$ cat src/rtl/fifo_ff_reader_if.sv
// Read-port and output-stream bundle for fifo_ff_reader.
// master = the reader engine, slave = the FIFO/consumer side.
interface fifo_ff_reader_if #(
    parameter int WIDTH = 32,
    parameter int CNT_W = 2
);
    logic             fifo_empty;
    logic [WIDTH-1:0] fifo_rd_data;
    logic             fifo_rd_en;
    logic             out_valid;
    logic [WIDTH-1:0] out_data;
    logic             out_ready;
    logic [CNT_W-1:0] buf_cnt;

    modport master (
        input  fifo_empty, fifo_rd_data, out_ready,
        output fifo_rd_en, out_valid, out_data, buf_cnt
    );

    modport slave (
        output fifo_empty, fifo_rd_data, out_ready,
        input  fifo_rd_en, out_valid, out_data, buf_cnt
    );
endinterface

$ cat src/rtl/fifo_ff_reader.sv
// Drains a fifo_ff_sync_* read port into a registered valid/ready stream; first word RD_LAT+1 cycles after rd_en.
// Backpressure is absorbed by a BUF_DEPTH-entry buffer; reads are throttled on occupancy plus in-flight reads.
module fifo_ff_reader #(
    parameter int WIDTH     = 32,
    parameter int RD_LAT    = 1,
    parameter int BUF_DEPTH = 3,
    parameter int CNT_W     = $clog2(BUF_DEPTH + 1)
) (
    input  logic              clk,
    input  logic              rst_n,
    input  logic              flush,
    fifo_ff_reader_if.master  rd
);
    localparam int              PTR_W    = (BUF_DEPTH > 1) ? $clog2(BUF_DEPTH) : 1;
    localparam logic [PTR_W-1:0] PTR_LAST = PTR_W'(BUF_DEPTH - 1);
    localparam logic [CNT_W:0]   DEPTH_C  = (CNT_W + 1)'(BUF_DEPTH);
    localparam logic [CNT_W-1:0] FULL_C   = CNT_W'(BUF_DEPTH);

    logic [WIDTH-1:0] mem_q [BUF_DEPTH];
    logic [PTR_W-1:0] head_q;
    logic [PTR_W-1:0] tail_q;
    logic [CNT_W-1:0] cnt_q;
    logic             pend_q;
    logic             pend_eff;
    logic [CNT_W:0]   occ;
    logic             rd_en;
    logic             push;
    logic             pop;
    logic             out_vld;

    function automatic logic [PTR_W-1:0] ptr_inc(input logic [PTR_W-1:0] p);
        return (p == PTR_LAST) ? '0 : p + 1'b1;
    endfunction

    // Reads still travelling through the FIFO count against buffer space.
    assign pend_eff = (RD_LAT == 1) ? pend_q : 1'b0;
    assign occ      = {1'b0, cnt_q} + {{CNT_W{1'b0}}, pend_eff};
    assign rd_en    = rst_n && !rd.fifo_empty && !flush && (occ < DEPTH_C);
    assign push     = !flush && ((RD_LAT == 0) ? rd_en : pend_q);
    assign out_vld  = (cnt_q != '0);
    assign pop      = !flush && out_vld && rd.out_ready;

    assign rd.fifo_rd_en = rd_en;
    assign rd.out_valid  = out_vld;
    assign rd.out_data   = mem_q[head_q];
    assign rd.buf_cnt    = cnt_q;

    always_ff @(posedge clk or negedge rst_n) begin
        if (!rst_n) begin
            cnt_q  <= '0;
            head_q <= '0;
            tail_q <= '0;
            pend_q <= 1'b0;
            for (int i = 0; i < BUF_DEPTH; i++) mem_q[i] <= '0;
        end else if (flush) begin
            // Anything buffered or landing this cycle is dropped.
            cnt_q  <= '0;
            head_q <= '0;
            tail_q <= '0;
            pend_q <= 1'b0;
            for (int i = 0; i < BUF_DEPTH; i++) mem_q[i] <= '0;
        end else begin
            pend_q <= (RD_LAT == 1) ? rd_en : 1'b0;
            if (push) begin
                mem_q[tail_q] <= rd.fifo_rd_data;
                tail_q        <= ptr_inc(tail_q);
            end
            if (pop) head_q <= ptr_inc(head_q);
            cnt_q <= cnt_q + CNT_W'(push) - CNT_W'(pop);
        end
    end

    a_no_overflow: assert property (@(posedge clk) disable iff (!rst_n)
        !(push && !pop && (cnt_q == FULL_C)));

endmodule

$ cat src/flat_wrapper.sv
// flat-port wrapper written by rule: the top's interface ports become plain ports
module fifo_ff_reader_flat 
#(
    parameter int WIDTH     = 32,
    parameter int RD_LAT    = 1,
    parameter int BUF_DEPTH = 3,
    parameter int CNT_W     = $clog2(BUF_DEPTH + 1)
)
  (clk, rst_n, flush, rd_fifo_empty, rd_fifo_rd_data, rd_out_ready, rd_fifo_rd_en, rd_out_valid, rd_out_data, rd_buf_cnt);
  fifo_ff_reader_if #(.WIDTH(WIDTH), .CNT_W(CNT_W)) rd_i ();
  input  logic clk;
  input  logic rst_n;
  input  logic flush;
  input wire logic [$bits(rd_i.fifo_empty)-1:0] rd_fifo_empty;
  input wire logic [$bits(rd_i.fifo_rd_data)-1:0] rd_fifo_rd_data;
  input wire logic [$bits(rd_i.out_ready)-1:0] rd_out_ready;
  output wire logic [$bits(rd_i.fifo_rd_en)-1:0] rd_fifo_rd_en;
  output wire logic [$bits(rd_i.out_valid)-1:0] rd_out_valid;
  output wire logic [$bits(rd_i.out_data)-1:0] rd_out_data;
  output wire logic [$bits(rd_i.buf_cnt)-1:0] rd_buf_cnt;
  assign rd_i.fifo_empty = rd_fifo_empty;
  assign rd_i.fifo_rd_data = rd_fifo_rd_data;
  assign rd_i.out_ready = rd_out_ready;
  assign rd_fifo_rd_en = rd_i.fifo_rd_en;
  assign rd_out_valid = rd_i.out_valid;
  assign rd_out_data = rd_i.out_data;
  assign rd_buf_cnt = rd_i.buf_cnt;
  fifo_ff_reader #(.WIDTH(WIDTH), .RD_LAT(RD_LAT), .BUF_DEPTH(BUF_DEPTH), .CNT_W(CNT_W)) u_core (.clk(clk), .rst_n(rst_n), .flush(flush), .rd(rd_i));
endmodule
$ cat config.mk
export PLATFORM = sky130hd
export DESIGN_NAME = fifo_ff_reader_flat
export DESIGN_NICKNAME = d
export VERILOG_FILES = /design/src/rtl/fifo_ff_reader_if.sv /design/src/rtl/fifo_ff_reader.sv /design/src/flat_wrapper.sv
export SDC_FILE = /design/constraint.sdc
export NUM_CORES = 1
export LEC_CHECK = 0
export BUFFER_PORTS_ARGS = -buffer_cell sky130_fd_sc_hd__buf_2
export CORE_ASPECT_RATIO = 0.9
export CORE_MARGIN = 2
export CORE_UTILIZATION = 60
export CTS_CLUSTER_SIZE = 20
export DETAILED_ROUTE_END_ITERATION = 10
export GPL_ROUTABILITY_DRIVEN = 0
export PLACE_DENSITY = 0.83
export SLEW_MARGIN = 30
export SYNTH_ARGS = -nofsm -noshare
export SYNTH_HDL_FRONTEND = slang
export SYNTH_SLANG_ARGS = --single-unit
$ cat constraint.sdc
create_clock -name clk -period 3.5 [get_ports clk]
set_input_delay 0 -clock clk [delete_from_list [all_inputs] [get_ports clk]]
set_output_delay 0 -clock clk [all_outputs]
set_load 0.02 [all_outputs]
==> impl_metrics.yaml, run 1 <==
drt:
  ant_nets: 0
  route.detailed.drc: 0
  dr_total_vias: 3648
  via_per_inst: 5.42
  drt-pass1-iter-count: 4
  dr.first_iter.drc_count: 159
  wl_per_cell_um: 16.7
  routed_wl_um: 11300
hold_path:
  hp-class: "input port to flop"
  holdPathEnd: "u_core.head_q[1]"
  hold_path_startpoint: "rd_out_ready"
  whs_path_depth: 3
final_layout:
  multiInputGateArea_sq_um: 2620
  seq_area_sq_um: 2580
  areaGrowthSynthToFinish_pct: 17.6
  fin_util_pct: 73.6
  n_fill_cell: 622
  layout-drive-gt1-share_pct: 18.6
  diodes: 0
  fin_area_sq_um: 6360
  nets: 590
cts:
  cts_tree: "done"
  cts_buffers: 9
  clkSlewWorstSetupHoldPaths_ns: 0.10
  ctsHtreeMaxLevel: 3
  clock_path_buffers: 2
  clockRootBuffer: "clkbuf_8"
  clk_latency_ns: 0.36
  cts_resized: 0
  holdBufCountCts: 34
  cts.sinks: 103
  cts_setup_buffers: 0
setup_path:
  worstReg2RegStart: "u_core.tail_q[0]"
  crit_fanout: 17
  cpMaxStageDelayCell: "nor2b_2"
  slowest_delay_ns: 0.66
  critPathLaunch: "u_core.head_q[1]"
  worstPathArrival_ns: 2.20
  ff2ff_setup_slack_ns: 1.62
  worst-setup-path-type: "flop to primary output"
  end_kind: "primary output"
  worst-r2r-cell-count: 3
  crit_chain: "nor2b_2 -> buf_4 -> o2bb2ai_1 -> buf_2"
  crit_required_ns: 3.50
  critPathLaunchType: "flop"
  rr_endpoint: "u_core.mem_q[3]"
place:
  preCtsSetupSlack_ns: 1.63
  dp_hpwl_um: 6690
  placed_area_sq_um: 5800
  io_buffers: 72
sta:
  min_period_ns: 2.20
  layout_setup_ws_ns: 1.30
  slew_headroom_pct: 37.2
  worstMarginPinSlew_ns: 0.939
  clock_skew_ns: 0.0123
  period_share_pct: 62.9
  maxSlewViolCount: 0
  hold_viol_final: 0
  tns_ns: 0
  finalSetupViolCount: 0
  rsz0062_at_grt: "false"
  fmax_mhz: 454
run:
  maxCapViolCount: 0
pwr:
  ir_drop_uv: 273
  powerDensity_nw_per_um2: 365
  leakage_nw: 3.20
logic_synthesis:
  async_reset_ff_share_pct: 100
  synth-compound-area-share_pct: 5.69
  synthTopCellsByCount: "131 x nand2b_1, 129 x mux2i_1, 103 x dfrtp_1, 32 x o2bb2ai_1, 18 x clkbuf_1"
  synth_flop_cell: "dfrtp_1"
  yosysTopAreaCell: "dfrtp_1"
  yosys.area.top_type_share_pct: 47.6
  synth_mux_area_share_pct: 24.1
  synth_top_family_by_area: "multiplexers"
  syn_area_sq_um: 5410
  synth-edff-count: 0
  synth-xor-area-share_pct: 0.416
  synth_seq_cells: 103
  synth_cell_types: 24
  synth_most_common_cell: "nand2b_1"
  yosys.area_share.simple_pct: 17.2
  avgSynthCellArea_sq_um: 11.7
  ys_seq_area_share_pct: 47.6
  yosysWarnings: 0
  syn_nets: 503
  synth_cells: 462
  synth.area.top_cells: "dfrtp_1 48%, mux2i_1 24%, nand2b_1 15%"
  synthAdderAreaFrac_pct: 0.925
die:
  die_h_um: 94.1
  pin_count: 73
  dieArea_sq_um: 9800
  row_count: 32
  die-width_um: 104
  core_sq_um: 8650
  start_util_pct: 62.6
global_routing:
  grt_pass1_wl_um: 18800
  grtUsageTotal_pct: 24.2
  first_global_vias: 3913
  grt_overflow: 0
  antenna_found_initial: 0
  grt_max_degree: 78
status:
  status: "finished clean"
## cell type report
type,count,share of cell area (%)
Clock inverter,5,1.28
Multi-Input combinational cell,318,41.2
Tap cell,119,2.34
Sequential cell,103,40.5
Timing Repair Buffer,115,12.4
Clock buffer,11,2.22
Inverter,2,0.118
## how the worst max path moves through the flow
stage	end	slack [ns]	depth (start not counted)
after detailed placement	u_core.mem_q[3]	1.63	3
after global routing	rd_out_data[31]	1.19	4
after CTS	rd_out_data[31]	1.31	4
after floorplan	rd_fifo_rd_en	1.81	4
final	rd_out_data[31]	1.30	4
after global placement	u_core.mem_q[3]	1.66	3
## cells by family (layout without fill, tap and decap cells)
group / after synthesis / after routing
compound gates: 37 / 37
xor+xnor: 1 / 1
fa+ha+maj: 4 / 4
buf+inv: 41 / 133
flops: 103 / 103
mux: 130 / 130
simple gates: 146 / 146
## per-layer routing
metal	share of wire [%]	track usage, %	up-vias
met5	0	0	-
met2	51	43.8	49
met4	1.1	5.52	0
met3	1.9	3.95	11
met1	46	30.7	1835
li1	-	-	1753
## flip-flops by register name (all words and copies together) (netlist names)
signal             cells
u_core.tail_q          2
u_core.rd.buf_cnt      2
u_core.mem_q          96
u_core.head_q          2
u_core.pend_eff        1
## cells in the final DEF (no fill, tap or decap)
master,instances
nand2b_1,131
mux2i_1,129
dfrtp_1,102
buf_2,70
dlygate4sd3_1,34
o2bb2ai_1,32
clkbuf_8,10
buf_4,10
nor2b_1,4
a21oi_1,4
ha_1,4
inv_1,2
nand3b_1,2
bufinv_16,2
nor2b_2,1
o21a_1,1
or2_2,1
or4b_4,1
xnor3_1,1
nor2_1,1
and3b_1,1
nor3b_2,1
or3b_1,1
nor3_1,1
mux2_2,1
or3b_2,1
clkinv_4,1
clkinv_2,1
clkbuf_1,1
clkinvlp_4,1
buf_12,1
dfrtp_2,1
## report_power, final
group	switching (mW)	total, mW	internal [mW]	leakage, nW
combinational	0.155	0.277	0.122	1.66
clock	0.399	0.822	0.423	0.110
sequential	0.0129	1.22	1.21	1.43
## per-stage QoR
step | power [mW] | hold slack [ns] | std cells
global placement | 1.49 | 0.0699 | 623
floorplan | 1.40 | -0.296 | 462
CTS | 2.34 | 0.0204 | 673
global route | 2.41 | 0.0478 | 673
finish | 2.32 | 0.0236 | 673
detailed placement | 1.49 | 0.0717 | 623
## worst max-delay path: cells and delay by family, from the launching register on
kind                   cells  cell delay [ns]
AO/OA/AOI/OAI              1             0.17
buffers and inverters      2             0.58
AND/OR/NAND/NOR            1             0.66
flip-flops                 1             0.42
Note: power is estimated with default switching activity, not from simulation.
==> inputs of run 2 (changes only) <==
--- a/config.mk
+++ b/config.mk
@@ -8,11 +8,11 @@
 export BUFFER_PORTS_ARGS = -buffer_cell sky130_fd_sc_hd__buf_2
 export CORE_ASPECT_RATIO = 0.9
 export CORE_MARGIN = 2
-export CORE_UTILIZATION = 60
+export CORE_UTILIZATION = 58
 export CTS_CLUSTER_SIZE = 20
 export DETAILED_ROUTE_END_ITERATION = 10
 export GPL_ROUTABILITY_DRIVEN = 0
-export PLACE_DENSITY = 0.83
+export PLACE_DENSITY = 0.8
 export SLEW_MARGIN = 30
 export SYNTH_ARGS = -nofsm -noshare
 export SYNTH_HDL_FRONTEND = slang
==> constraint.sdc (replaced) <==
create_clock -name clk -period 2.21 [get_ports clk]
set_input_delay 0 -clock clk [delete_from_list [all_inputs] [get_ports clk]]
set_output_delay 0 -clock clk [all_outputs]
set_load 0.02 [all_outputs]
==> run 2 against run 1 <==
  * Sequential share of layout area is 0.25 points lower
  * Global-route usage is 0.090 points lower
  * Power grew 57%
  * First-iteration DRC count shrank 10%
  * Worst hold slack got worse by 0.022 ns
  * Via count rose by 0.19%
  * Register-to-register slack worse by 1.1 ns
  * Die area rose by 3.3%
  * Combinational power grew 61%
  * Core utilization decreased by 3.1 points
  * Non-clock buffer count grew 3
==> impl_metrics.yaml, run 2 (synthesized netlist as in run 1, its figures left out) <==
place:
  placed_area_sq_um: 5830
  dp_hpwl_um: 6550
  io_buffers: 72
cts:
  clkSlewWorstSetupHoldPaths_ns: 0.10
  clk_latency_ns: 0.37
  cts_setup_buffers: 0
  cts_buffers: 9
  cts_resized: 0
  clockRootBuffer: "clkbuf_8"
  cts.sinks: 103
  ctsHtreeMaxLevel: 3
  clock_path_buffers: 2
  cts_tree: "done"
pwr:
  p_sw_share_pct: 25.1
  powerDensity_nw_per_um2: 570
  internal_power_mw: 2.73
  fin_total_pwr_mw: 3.65
  p_comb_share_pct: 12.2
  sequentialPowerShare_pct: 53.0
  leakage_nw: 3.22
  p_switching_uw: 915
  clkPwrFrac_pct: 34.7
  ir_drop_uv: 388
final_layout:
  layout_common_cells: "131 x nand2b_1, 129 x mux2i_1, 102 x dfrtp_1, 71 x buf_2, 35 x dlygate4sd3_1"
  areaGrowthSynthToFinish_pct: 18.3
  nets: 593
  regMostFlops: "u_core.mem_q"
  fin_area_sq_um: 6400
  largest_register_ff_count: 96
  final_common_cell: "nand2b_1"
  layout-drive-gt1-share_pct: 19.0
  diodes: 0
  fin_util_pct: 70.5
sta:
  period_share_pct: 91.8
  rsz0062_at_grt: "false"
  maxSlewViolCount: 0
  worstMarginPinSlew_ns: 0.557
  hold_slack_ns: 0.00200
  slew_headroom_pct: 62.8
  min_period_ns: 2.03
  clock_skew_ns: 0.00698
  hold_viol_final: 0
  finalSetupViolCount: 0
  fmax_mhz: 493
  tns_ns: 0
drt:
  drt-pass1-iter-count: 4
  wl_per_cell_um: 16.5
  route.detailed.drc: 0
  ant_nets: 0
  routed_wl_um: 11200
  dr.first_iter.drc_count: 143
  dr_total_vias: 3655
  via_per_inst: 5.38
setup_path:
  critPathLaunchType: "flop"
  cpMaxStageDelayCell: "or4b_4"
  slowest_delay_ns: 0.48
  worstPathArrival_ns: 2.03
  crit_chain: "ha_1 -> ha_1 -> or4b_4 -> a21oi_1 -> buf_2"
  cp_common_cell: "ha_1"
  end_kind: "primary output"
  worst-setup-path-type: "flop to primary output"
  crit_fanout: 9
  crit_required_ns: 2.21
global_routing:
  grt_pass1_wl_um: 19100
  first_global_vias: 3857
  grt_overflow: 0
  grtUsageTotal_pct: 24.1
  grt_max_degree: 104
  antenna_found_initial: 0
die:
  core_sq_um: 9080
  dieArea_sq_um: 10100
  pin_count: 73
  die_h_um: 95.6
  die-width_um: 106
  start_util_pct: 59.6
  row_count: 33
status:
  status: "finished clean"
hold_path:
  hp-class: "input port to flop"
run:
  maxCapViolCount: 0
[run 2: worst max-delay path: cells and delay by family (launching register included)]
family / cells / cell delay (ns)
AND/OR/NAND/NOR: 1 / 0.48
flip-flops: 1 / 0.47
AO/OA/AOI/OAI: 1 / 0.12
buffers and inverters: 1 / 0.17
adder cells (fa/ha/maj): 2 / 0.42
[run 2: metrics by stage]
| stage | setup slack [ns] | instances |
|---|---|---|
| 6_report | 0.181 | 679 |
| 5_1_grt | 0.0669 | 679 |
| 4_1_cts | 0.168 | 679 |
| 3_5_place_dp | 0.581 | 628 |
| 3_3_place_gp | 0.635 | 628 |
| 2_1_floorplan | 0.515 | 462 |
[run 2: repair_timing]
| action | in CTS | in global routing |
|---|---|---|
| endpoints found under the hold margin | 202 | 0 |
| hold buffers | 35 | 0 |
| endpoints found under the setup margin | 0 | 0 |
[run 2: power by group through the flow]
stage,Combinational [mW],Sequential (mW),Clock [mW]
after global routing,0.490,1.94,1.36
after CTS,0.449,1.93,1.28
final,0.446,1.93,1.27
after floorplan,0.250,1.97,0
after global placement,0.395,1.97,0
after detailed placement,0.401,1.97,0
[run 2: area by class of cell]
class | instances | area [sq um]
clock buffer | 12 | 165
clock inverter | 4 | 52.6
fill | 681 | 2680
inverter | 2 | 7.51
multi-input combinational | 318 | 2620
sequential | 103 | 2580
tap | 122 | 153
timing repair buffer | 118 | 821
[run 2: path summary, 6_finish.rpt]
path / from / endpoint / slack, ns / depth (start not counted)
max: u_core.pend_eff / rd_fifo_rd_en / 0.18 / 5
min: rd_out_ready / u_core.head_q[1] / 0.002 / 3
max reg2reg: u_core.rd.buf_cnt[1] / u_core.rd.buf_cnt[1] / 0.57 / 7
min reg2reg: u_core.mem_q[34] / u_core.mem_q[34] / 0.55 / 2
max in group asynchronous: rst_n / u_core.mem_q[14] / 1.53 / 3
min in group asynchronous: rst_n / u_core.mem_q[29] / 0.26 / 3
[run 2: routing by layer]
metal	vias up	track usage, %	share of wire [%]
met1	1826	32.0	48
li1	1758	-	-
met5	-	0	0
met4	0	4.93	1.1
met2	60	41.1	48
met3	11	5.40	3.2
==> inputs of run 3 (changes only) <==
--- a/config.mk
+++ b/config.mk
@@ -6,7 +6,7 @@
 export NUM_CORES = 1
 export LEC_CHECK = 0
 export BUFFER_PORTS_ARGS = -buffer_cell sky130_fd_sc_hd__buf_2
-export CORE_ASPECT_RATIO = 0.9
+export CORE_ASPECT_RATIO = 0.5
 export CORE_MARGIN = 2
 export CORE_UTILIZATION = 58
 export CTS_CLUSTER_SIZE = 20
==> run 3 against run 2 <==
  * Clock skew about the same
  * Worst hold slack better by 0.021 ns
  * Largest power group unchanged
  * Sequential power about the same
  * Design area up 2.4%
  * Final cell count down 0.59%
  * Setup slack better by 0.026 ns
  * Via count up 0.11%
  * Maximum frequency up 1.3%
==> impl_metrics.yaml, run 3 (synthesized netlist as in run 1, its figures left out) <==
status:
  status: "finished clean"
final_layout:
  layout_common_cells: "131 x nand2b_1, 129 x mux2i_1, 102 x dfrtp_1, 71 x buf_2, 33 x dlygate4sd3_1"
  nets: 594
  areaGrowthSynthToFinish_pct: 21.1
  multiInputGateArea_sq_um: 2620
  finalNonFillerCells: 675
  n_fill_cell: 629
  fin_area_sq_um: 6550
  largest_register_ff_count: 96
  regMostFlops: "u_core.mem_q"
  seq_area_sq_um: 2580
  diodes: 0
  layout-drive-gt1-share_pct: 19.4
  final_common_cell: "nand2b_1"
cts:
  clockRootBuffer: "clkbuf_16"
  holdBufCountCts: 33
  cts_setup_buffers: 0
  clk_latency_ns: 0.35
  ctsHtreeMaxLevel: 3
  cts_buffers: 9
  cts.sinks: 103
  clock_path_buffers: 2
  cts_tree: "done"
  cts_resized: 0
  clkSlewWorstSetupHoldPaths_ns: 0.07
drt:
  dr.first_iter.drc_count: 151
  via_per_inst: 5.42
  routed_wl_um: 11600
  wl_per_cell_um: 17.1
  dr_total_vias: 3659
  ant_nets: 0
  drt-pass1-iter-count: 4
  route.detailed.drc: 0
sta:
  tns_ns: 0
  worstMarginPinSlew_ns: 0.678
  finalSetupViolCount: 0
  clock_skew_ns: 0.00736
  fmax_mhz: 499
  hold_slack_ns: 0.0230
  min_period_ns: 2.00
  maxSlewViolCount: 0
  hold_viol_final: 0
  slew_headroom_pct: 54.8
  rsz0062_at_grt: "false"
  period_share_pct: 90.6
pwr:
  leakage_nw: 3.29
  clkPwrFrac_pct: 44.5
  p_sw_share_pct: 22.4
  ir_drop_uv: 356
  p_comb_share_pct: 10.5
  p_switching_uw: 965
  powerDensity_nw_per_um2: 657
  internal_power_mw: 3.34
  sequentialPowerShare_pct: 45.0
setup_path:
  critPathLaunch: "u_core.pend_eff"
  crit_required_ns: 2.21
  cp_num_buf_inv: 1
  crit_cells: 5
  worstReg2RegStart: "u_core.pend_eff"
  slowest_delay_ns: 0.48
  worstPathArrival_ns: 2.00
  cp-endpoint: "rd_fifo_rd_en"
  end_kind: "primary output"
  crit_fanout: 9
  cpMaxStageDelayCell: "or4b_4"
  worst-r2r-cell-count: 3
  ff2ff_setup_slack_ns: 0.57
  rr_endpoint: "u_core.mem_q[63]"
  critPathLaunchType: "flop"
  path_delay_family: "simple AND/OR/NAND/NOR gates"
  crit_chain: "ha_1 -> ha_1 -> or4b_4 -> a21oi_1 -> buf_2"
  worst-setup-path-type: "flop to primary output"
  cp_common_cell: "ha_1"
place:
  io_buffers: 72
  placed_area_sq_um: 5860
  dp.cells: 626
  dp_hpwl_um: 6850
global_routing:
  grt_pass1_wl_um: 19200
  antenna_found_initial: 0
  grtUsageTotal_pct: 24.4
  grt_overflow: 0
  grt_max_degree: 104
  first_global_vias: 3782
die:
  die-width_um: 141
  pin_count: 73
  core_sq_um: 8890
  die_h_um: 72.3
  start_util_pct: 60.9
  row_count: 24
  dieArea_sq_um: 10200
hold_path:
  whs_path_depth: 3
  hp-class: "input port to flop"
run:
  maxCapViolCount: 0
-- run 3: layout make-up --
cell class,count,area share (%)
inverter,2,0.115
clock inverter,6,2.02
timing repair buffer,119,12.8
tap,117,2.23
clock buffer,10,3.49
multi-input combinational,318,40.0
sequential,103,39.3
-- run 3: tightest hold or removal path: stages --
cell	delay [ns]
buf_2	0.10
nand2b_1	0.14
mux2i_1	0.09
-- run 3: worst min path at each step --
stage / end / slack (ns) / startpoint
2_1_floorplan: u_core.head_q[0] / -0.30 / rst_n
3_3_place_gp: u_core.mem_q[19] / 0.17 / rst_n
3_5_place_dp: u_core.mem_q[82] / 0.17 / rst_n
4_1_cts: u_core.mem_q[5] / 0.01 / rd_fifo_rd_data[5]
5_1_grt: u_core.mem_q[62] / 0.03 / rd_fifo_rd_data[30]
6_report: u_core.mem_q[5] / 0.02 / rd_fifo_rd_data[5]
-- run 3: metrics by stage --
stage          power [mW]  worst slack (ns)  util (%)
2_1_floorplan        2.22             0.515         -
3_3_place_gp         2.38             0.626      65.9
3_5_place_dp         2.38             0.581      65.9
4_1_cts              4.33             0.215      73.7
5_1_grt              4.45             0.141      73.7
6_report             4.30             0.207      73.7
-- run 3: power by group through the flow --
stage	logic, mW	clock network [mW]	registers, mW
2_1_floorplan	0.250	0	1.97
3_3_place_gp	0.404	0	1.97
3_5_place_dp	0.406	0	1.97
4_1_cts	0.452	1.94	1.94
5_1_grt	0.489	2.01	1.94
6_report	0.451	1.91	1.94
-- run 3: layer usage --
| metal | vias to the layer above | global-route usage, % | share of wire (%) |
|---|---|---|---|
| li1 | 1776 | - | - |
| met2 | 61 | 40.4 | 46 |
| met4 | 0 | 5.56 | 0.71 |
| met1 | 1814 | 33.0 | 49 |
| met3 | 8 | 6.60 | 3.6 |
| met5 | - | 0 | 0 |
